==> src/rtl/div_int_pkg.sv <==
// Shared constants for the iterative divider: FSM state codes, counter sizing, MIN helper.
package div_int_pkg;
  localparam int DEF_WIDTH = 32;

  localparam logic [2:0] ST_IDLE = 3'd0;
  localparam logic [2:0] ST_PREP = 3'd1;
  localparam logic [2:0] ST_CALC = 3'd2;
  localparam logic [2:0] ST_FIX  = 3'd3;
  localparam logic [2:0] ST_DONE = 3'd4;

  function automatic int cnt_w(input int w);
    return $clog2(w + 1);
  endfunction

  // Most negative two's-complement value of a w-bit word (w <= 64), zero-extended.
  function automatic logic [63:0] min_of(input int w);
    return 64'd1 << (w - 1);
  endfunction
endpackage

==> src/rtl/div_int_if.sv <==
// Operand/result handshake bundle between the execute stage and the divider.
interface div_int_if import div_int_pkg::*; #(parameter int WIDTH = DEF_WIDTH);
  logic             in_valid;
  logic             in_ready;
  logic             in_signed;
  logic [WIDTH-1:0] in_dividend;
  logic [WIDTH-1:0] in_divisor;
  logic             kill;
  logic             out_valid;
  logic             out_ready;
  logic [WIDTH-1:0] out_quotient;
  logic [WIDTH-1:0] out_remainder;
  logic             out_div_zero;

  modport master (
    output in_valid, in_signed, in_dividend, in_divisor, kill, out_ready,
    input  in_ready, out_valid, out_quotient, out_remainder, out_div_zero
  );
  modport slave (
    input  in_valid, in_signed, in_dividend, in_divisor, kill, out_ready,
    output in_ready, out_valid, out_quotient, out_remainder, out_div_zero
  );
endinterface

==> src/rtl/div_int_step.sv <==
// One radix-2 non-restoring iteration on a WIDTH+1 bit signed partial remainder.
module div_int_step import div_int_pkg::*; #(
  parameter int WIDTH = DEF_WIDTH
) (
  input  logic [WIDTH:0]   rem_i,
  input  logic [WIDTH-1:0] quo_i,
  input  logic [WIDTH-1:0] dvs_i,
  output logic [WIDTH:0]   rem_o,
  output logic [WIDTH-1:0] quo_o
);
  logic [WIDTH:0] sh;
  logic [WIDTH:0] d;

  // Doubling may wrap WIDTH+1 bits, but the post-add/sub value is in range, so the
  // add/sub decision must come from the pre-shift sign.
  assign sh    = {rem_i[WIDTH-1:0], quo_i[WIDTH-1]};
  assign d     = {1'b0, dvs_i};
  assign rem_o = rem_i[WIDTH] ? (sh + d) : (sh - d);
  assign quo_o = {quo_i[WIDTH-2:0], ~rem_o[WIDTH]};
endmodule

==> src/rtl/div_int_iter.sv <==
// Iterative radix-2 non-restoring divider with RISC-V DIV/REM semantics.
// Optional DIV_INT_EARLY_OUT_EN: skip leading-zero iterations of |dividend|.
module div_int_iter import div_int_pkg::*; #(
  parameter int WIDTH = DEF_WIDTH
) (
  input  logic     clock,
  input  logic     reset,
  div_int_if.slave bus
);
  localparam int               CW  = cnt_w(WIDTH);
  localparam logic [WIDTH-1:0] MIN = WIDTH'(min_of(WIDTH));

  logic [2:0]       state_q, state_d;
  logic [WIDTH:0]   rem_q, rem_d;
  logic [WIDTH-1:0] quo_q, quo_d;
  logic [WIDTH-1:0] dvs_q, dvs_d;
  logic [CW-1:0]    cnt_q, cnt_d;
  logic             sgn_q, sgn_d;
  logic             negq_q, negq_d;
  logic             negr_q, negr_d;
  logic             dz_q, dz_d;
  logic [WIDTH-1:0] qo_q, qo_d;
  logic [WIDTH-1:0] ro_q, ro_d;
  logic             dzo_q, dzo_d;

  logic [WIDTH:0]   rem_nx, rem_fix;
  logic [WIDTH-1:0] quo_nx;
  logic             dvd_neg, dvs_neg;
  logic [WIDTH-1:0] dvd_abs, dvs_abs;
  logic [WIDTH-1:0] dvd_pre;
  logic [CW-1:0]    iters;

  div_int_step #(.WIDTH(WIDTH)) u_step (
    .rem_i (rem_q),
    .quo_i (quo_q),
    .dvs_i (dvs_q),
    .rem_o (rem_nx),
    .quo_o (quo_nx)
  );

  // During PREP quo_q/dvs_q still hold the raw operands latched at accept.
  assign dvd_neg = sgn_q & quo_q[WIDTH-1];
  assign dvs_neg = sgn_q & dvs_q[WIDTH-1];
  assign dvd_abs = dvd_neg ? -quo_q : quo_q;
  assign dvs_abs = dvs_neg ? -dvs_q : dvs_q;
  assign rem_fix = rem_q[WIDTH] ? (rem_q + {1'b0, dvs_q}) : rem_q;

`ifdef DIV_INT_EARLY_OUT_EN
  logic [CW-1:0] blen;
  always_comb begin
    blen = CW'(1);
    for (int i = 0; i < WIDTH; i++)
      if (dvd_abs[i]) blen = CW'(i + 1);
  end
  assign iters   = blen;
  assign dvd_pre = dvd_abs << (CW'(WIDTH) - blen);
`else
  assign iters   = CW'(WIDTH);
  assign dvd_pre = dvd_abs;
`endif

  always_comb begin
    state_d = state_q;
    rem_d   = rem_q;
    quo_d   = quo_q;
    dvs_d   = dvs_q;
    cnt_d   = cnt_q;
    sgn_d   = sgn_q;
    negq_d  = negq_q;
    negr_d  = negr_q;
    dz_d    = dz_q;
    qo_d    = qo_q;
    ro_d    = ro_q;
    dzo_d   = dzo_q;
    case (state_q)
      ST_IDLE: if (bus.in_valid) begin
        state_d = ST_PREP;
        quo_d   = bus.in_dividend;
        dvs_d   = bus.in_divisor;
        sgn_d   = bus.in_signed;
      end
      ST_PREP: begin
        dz_d   = 1'b0;
        negq_d = 1'b0;
        negr_d = 1'b0;
        // Special results go through FIX with a non-negative remainder so no correction applies.
        if (dvs_q == '0) begin
          state_d = ST_FIX;
          quo_d   = '1;
          rem_d   = {1'b0, quo_q};
          dz_d    = 1'b1;
        end else if (sgn_q && quo_q == MIN && dvs_q == '1) begin
          state_d = ST_FIX;
          quo_d   = MIN;
          rem_d   = '0;
        end else begin
          state_d = ST_CALC;
          rem_d   = '0;
          quo_d   = dvd_pre;
          dvs_d   = dvs_abs;
          cnt_d   = iters;
          negq_d  = dvd_neg ^ dvs_neg;
          negr_d  = dvd_neg;
        end
      end
      ST_CALC: begin
        rem_d = rem_nx;
        quo_d = quo_nx;
        cnt_d = cnt_q - CW'(1);
        if (cnt_q == CW'(1)) state_d = ST_FIX;
      end
      ST_FIX: begin
        state_d = ST_DONE;
        qo_d    = negq_q ? -quo_q : quo_q;
        ro_d    = negr_q ? -rem_fix[WIDTH-1:0] : rem_fix[WIDTH-1:0];
        dzo_d   = dz_q;
      end
      ST_DONE: if (bus.out_ready) state_d = ST_IDLE;
      default: state_d = ST_IDLE;
    endcase
    if (bus.kill) state_d = ST_IDLE;
  end

  always_ff @(posedge clock) begin
    if (reset) begin
      state_q <= ST_IDLE;
      rem_q   <= '0;
      quo_q   <= '0;
      dvs_q   <= '0;
      cnt_q   <= '0;
      sgn_q   <= 1'b0;
      negq_q  <= 1'b0;
      negr_q  <= 1'b0;
      dz_q    <= 1'b0;
      qo_q    <= '0;
      ro_q    <= '0;
      dzo_q   <= 1'b0;
    end else begin
      state_q <= state_d;
      rem_q   <= rem_d;
      quo_q   <= quo_d;
      dvs_q   <= dvs_d;
      cnt_q   <= cnt_d;
      sgn_q   <= sgn_d;
      negq_q  <= negq_d;
      negr_q  <= negr_d;
      dz_q    <= dz_d;
      qo_q    <= qo_d;
      ro_q    <= ro_d;
      dzo_q   <= dzo_d;
    end
  end

  assign bus.in_ready      = (state_q == ST_IDLE);
  assign bus.out_valid     = (state_q == ST_DONE);
  assign bus.out_quotient  = qo_q;
  assign bus.out_remainder = ro_q;
  assign bus.out_div_zero  = dzo_q;
endmodule

==> src/flat_wrapper.sv <==
// flat-port wrapper written by rule: the top's interface ports become plain ports
module div_int_iter_flat import div_int_pkg::*;
#(
  parameter int WIDTH = DEF_WIDTH
)
  (clock, reset, bus_in_valid, bus_in_signed, bus_in_dividend, bus_in_divisor, bus_kill, bus_out_ready, bus_in_ready, bus_out_valid, bus_out_quotient, bus_out_remainder, bus_out_div_zero);
  div_int_if #(.WIDTH(WIDTH)) bus_i ();
  input  logic clock;
  input  logic reset;
  input wire logic [$bits(bus_i.in_valid)-1:0] bus_in_valid;
  input wire logic [$bits(bus_i.in_signed)-1:0] bus_in_signed;
  input wire logic [$bits(bus_i.in_dividend)-1:0] bus_in_dividend;
  input wire logic [$bits(bus_i.in_divisor)-1:0] bus_in_divisor;
  input wire logic [$bits(bus_i.kill)-1:0] bus_kill;
  input wire logic [$bits(bus_i.out_ready)-1:0] bus_out_ready;
  output wire logic [$bits(bus_i.in_ready)-1:0] bus_in_ready;
  output wire logic [$bits(bus_i.out_valid)-1:0] bus_out_valid;
  output wire logic [$bits(bus_i.out_quotient)-1:0] bus_out_quotient;
  output wire logic [$bits(bus_i.out_remainder)-1:0] bus_out_remainder;
  output wire logic [$bits(bus_i.out_div_zero)-1:0] bus_out_div_zero;
  assign bus_i.in_valid = bus_in_valid;
  assign bus_i.in_signed = bus_in_signed;
  assign bus_i.in_dividend = bus_in_dividend;
  assign bus_i.in_divisor = bus_in_divisor;
  assign bus_i.kill = bus_kill;
  assign bus_i.out_ready = bus_out_ready;
  assign bus_in_ready = bus_i.in_ready;
  assign bus_out_valid = bus_i.out_valid;
  assign bus_out_quotient = bus_i.out_quotient;
  assign bus_out_remainder = bus_i.out_remainder;
  assign bus_out_div_zero = bus_i.out_div_zero;
  div_int_iter #(.WIDTH(WIDTH)) u_core (.clock(clock), .reset(reset), .bus(bus_i));
endmodule
==> config.mk <==
export PLATFORM = sky130hd
export DESIGN_NAME = div_int_iter_flat
export DESIGN_NICKNAME = d
export VERILOG_FILES = /design/src/rtl/div_int_pkg.sv /design/src/rtl/div_int_if.sv /design/src/rtl/div_int_step.sv /design/src/rtl/div_int_iter.sv /design/src/flat_wrapper.sv
export SDC_FILE = /design/constraint.sdc
export NUM_CORES = 1
export LEC_CHECK = 0
export CAP_MARGIN = 20
export CORE_ASPECT_RATIO = 1.25
export CORE_MARGIN = 1.5
export CORE_UTILIZATION = 53
export CTS_CLUSTER_DIAMETER = 60
export DETAILED_ROUTE_END_ITERATION = 16
export PLACE_DENSITY = 0.84
export SLEW_MARGIN = 20
export SYNTH_ARGS = -nofsm -noshare
export SYNTH_HDL_FRONTEND = slang
export SYNTH_SLANG_ARGS = --single-unit
==> constraint.sdc <==
create_clock -name clock -period 5.15 [get_ports clock]
set_clock_uncertainty 0.1 [all_clocks]
set_input_delay 0.515 -clock clock [delete_from_list [all_inputs] [get_ports clock]]
set_output_delay 0.515 -clock clock [all_outputs]
set_load 0.01 [all_outputs]
==> run metrics, run 1 <==
die height=186 um; crit-path leading delay family=simple AND/OR/NAND/NOR gates; HP Class=reg -> reg; Synth Flop Type=dfxtp_1; largest net degree at the start of global routing=102; Worst Setup Start Kind=flop; GPL Wtd Cong=1.06; cell taking the most area after synthesis=dfxtp_1; vias per inst=6.54; All-Layer GR Usage=36.6%; DP HPWL=38,200 um; post-CTS setup buffers=0; count of final hold-check violations=0; area grow syn2layout=16.4%; ys async rst share=0%; Yosys reg bits=175; layout cell share with drive strength beyond 1=7.02%; initial antenna violation count=0; RSZ-0062 raised after global routing=no; Netlist cell types=83; global-route wire length before repair=79,000 um; Synth area leaders=dfxtp_1 25%, nor2_1 6.9%, a21oi_1 6.6%; CTS tree=yes; Post-synth EDFFs=0; Worst-Skew Late Latency=450 ps; R2R Setup Slk=290 ps; fin util=63.0%; worst r2r src=u_core.dvs_q[0]$_SDFFE_PP0P_; critical-path cell list=or4_1 > nor4_2 > buf_4 > nand2_1 > or3_1 > nor3_1 > nor2_1 > xor2_1 > ha_1 > nand4_1 > nor2_1 > nand4bb_1 > a41o_1 > a21oi_1 > or4_1 > a21o_1 > a221oi_1; CORE AREA=26,100 um2; Die Width=149 um; final wirelength=50,600 um; Synth top area share=24.8%; initial drt markers=1,375; Cell Pwr Density=258 nW/um2; Maximum Capacitance Violations=0; leakage power=6.37 nW; Critical path origin=u_core.dvs_q[0]$_SDFFE_PP0P_; Crit Path Class=reg -> reg; Initial Util=54.2%; Worst Path Arrival=5110 ps; hold_buf cts=0; Max stage delay cell, worst path=or4_1; area of the mapped netlist=14,100 um2; DRC viols=0; Port-buffer cells=136; WL per Instance=21.3 um; row cnt=66; io pins=137; Final period util=94.3%; Max Fanout on Critical Path=6; global route total overflow=0; worst slew pin tran=1060 ps; n_diodes=0; fillcell total=2,383; Final #Nets=2,165; Relative slew margins=29.2%; cell count after synthesis=1,975; routed via count=15,600; HP Start=u_core.bus.out_remainder[13]$_SDFFE_PP0P_; Max stage delay on crit path=600 ps; post-synthesis net count=2,116; CTS H-tree lvls=4; crit end category=flop; crit path time final=4860 ps; post-synthesis sequential area ratio=24.8%; CTS root buf=clkbuf_16; die area=27,700 um2; Routed Antenna Nets=0; Bufs and invs on worst path=1; number of buffers created by CTS=17; worst endpoint required time=5410 ps; Final Max Tran Viols=0; Warnings, synthesis=0; vias in the first global route=14,400; Syn Area/Cell=7.16 um2; Worst-path clk slew=70 ps; Setup TNS=0 ps; peak supply drop=201 uV; Pre-Repair DR Iteration Count=6; FMAX=0.206 GHz; CTS Sinks=175; Final setup viols=0; CTS max path bufs=2; status=completed
per-layer routing:
layer / wire [um] / track usage, % / up-vias
met1: 19900 / 46.1 / 7220
li1: - / - / 7287
met3: 4290 / 4.49 / 187
met2: 23300 / 60.0 / 856
met4: 3070 / 21.3 / 0
met5: 0 / 0 / -
cell families after synthesis:
family / after synthesis / share of synthesized area, %
and+or+nand+nor: 786 / 26.2
AOI/OAI and AO/OA: 608 / 28.3
buffers and inverters: 190 / 5.10
DFF: 175 / 24.8
xor gates and xnor gates: 129 / 7.99
adders and majority gates: 71 / 6.39
muxes: 16 / 1.16
layout by cell type (no fill, tap or decap), types with 11 or more instances in the layout:
cell type / count
a211oi_1: 55
a31oi_1: 11
xnor2_1: 36
clkdlybuf4s50_1: 135
nor3_1: 75
a311oi_1: 11
ha_1: 69
nand2_1: 222
nor2b_1: 19
a21oi_1: 185
nand3_1: 39
xor2_1: 93
or3_1: 21
clkbuf_16: 17
and2_1: 13
o21a_1: 11
nor4_1: 15
nor2_1: 259
nand4_1: 24
o21ai_0: 113
a22oi_1: 14
mux2i_1: 13
a221oi_1: 34
dfxtp_1: 173
o221ai_1: 13
buf_4: 55
inv_1: 29
o31ai_1: 25
a21o_1: 40
nand3b_1: 11
and3_1: 14
or4_1: 14
o211ai_1: 19
cell usage after synthesis (12+ instances only):
library cell,number
xor2_1,93
o31ai_1,26
nor4_1,18
nor2_1,260
a221oi_1,34
o221ai_1,13
a31oi_1,12
a211oi_1,55
and3_1,14
o21ai_0,113
dfxtp_1,175
a22oi_1,14
nor3_1,76
a21oi_1,186
xnor2_1,36
o211ai_1,19
nor3b_1,12
inv_1,29
nand4_1,24
ha_1,69
clkbuf_1,148
mux2i_1,13
nor2b_1,19
or4_1,14
or3_1,21
and2_1,14
nand3_1,39
a21o_1,40
nand2_1,222
worst paths after layout:
kind / end / depth (start not counted)
max: u_core.quo_q[0]$_SDFFE_PP0P_ / 17
max reg2reg: u_core.quo_q[0]$_SDFFE_PP0P_ / 17
min: u_core.bus.out_remainder[13]$_SDFFE_PP0P_ / 2
min reg2reg: u_core.bus.out_remainder[13]$_SDFFE_PP0P_ / 2
power breakdown:
| group | leakage [nW] | switching (mW) | total, mW | internal, mW |
|---|---|---|---|---|
| clock network | 0.309 | 0.592 | 1.41 | 0.823 |
| logic | 4.63 | 0.771 | 1.28 | 0.509 |
| registers | 1.42 | 0.136 | 1.55 | 1.41 |
| total | 6.37 | 1.50 | 4.24 | 2.74 |
area by class of cell:
cell class                 instances  area [um2]  area share [%]
timing repair buffer             191        1780            10.8
clock buffer                      22         484            2.94
inverter                          29         109           0.662
tap                              340         425            2.59
multi-input combinational       1610        9990            60.7
sequential                       175        3510            21.3
clock inverter                    10         149           0.905
through the flow:
step,setup slack (ps),power (mW),area [um2],std cells,hold slack (ps)
floorplan,161,2.42,14100,1975,332
finish,292,4.24,16500,2377,356
global route,4.01,4.43,16500,2377,375
detailed placement,80.3,2.81,15800,2345,347
global placement,279,2.79,15800,2345,338
CTS,68.8,4.20,16400,2377,355
repair_timing:
action / 4_1_cts / 5_1_grt
resized for setup: 0 / 12
endpoints found under the hold margin: 0 / 0
endpoints found under the setup margin: 0 / 9
worst min-delay path, stage by stage (launching register included):
cell and delay, ps:
dfxtp_1 310, nand2_1 50, a21oi_1 50
sequential cells by signal (all words and copies together) (netlist names):
signal,flops
u_core.bus.out_div_zero,1
u_core.bus.out_quotient,32
u_core.bus.out_remainder,32
u_core.cnt_q,6
u_core.dvs_q,32
u_core.dz_q,1
u_core.negq_q,1
u_core.negr_q,1
u_core.quo_q,32
u_core.rem_q,33
u_core.sgn_q,1
u_core.state_q,3
(Power assumes the default switching activity.)
==> run 2: changes to the inputs <==
--- a/constraint.sdc
+++ b/constraint.sdc
@@ -3,3 +3,3 @@
 set_input_delay 0.515 -clock clock [delete_from_list [all_inputs] [get_ports clock]]
 set_output_delay 0.515 -clock clock [all_outputs]
-set_load 0.01 [all_outputs]
+set_load 0.05 [all_outputs]
==> results of run 2 <==
The final DEF is identical to that of run 1. Status: completed.
Main changes from that run: total power 4.24 mW -> 4.25 mW
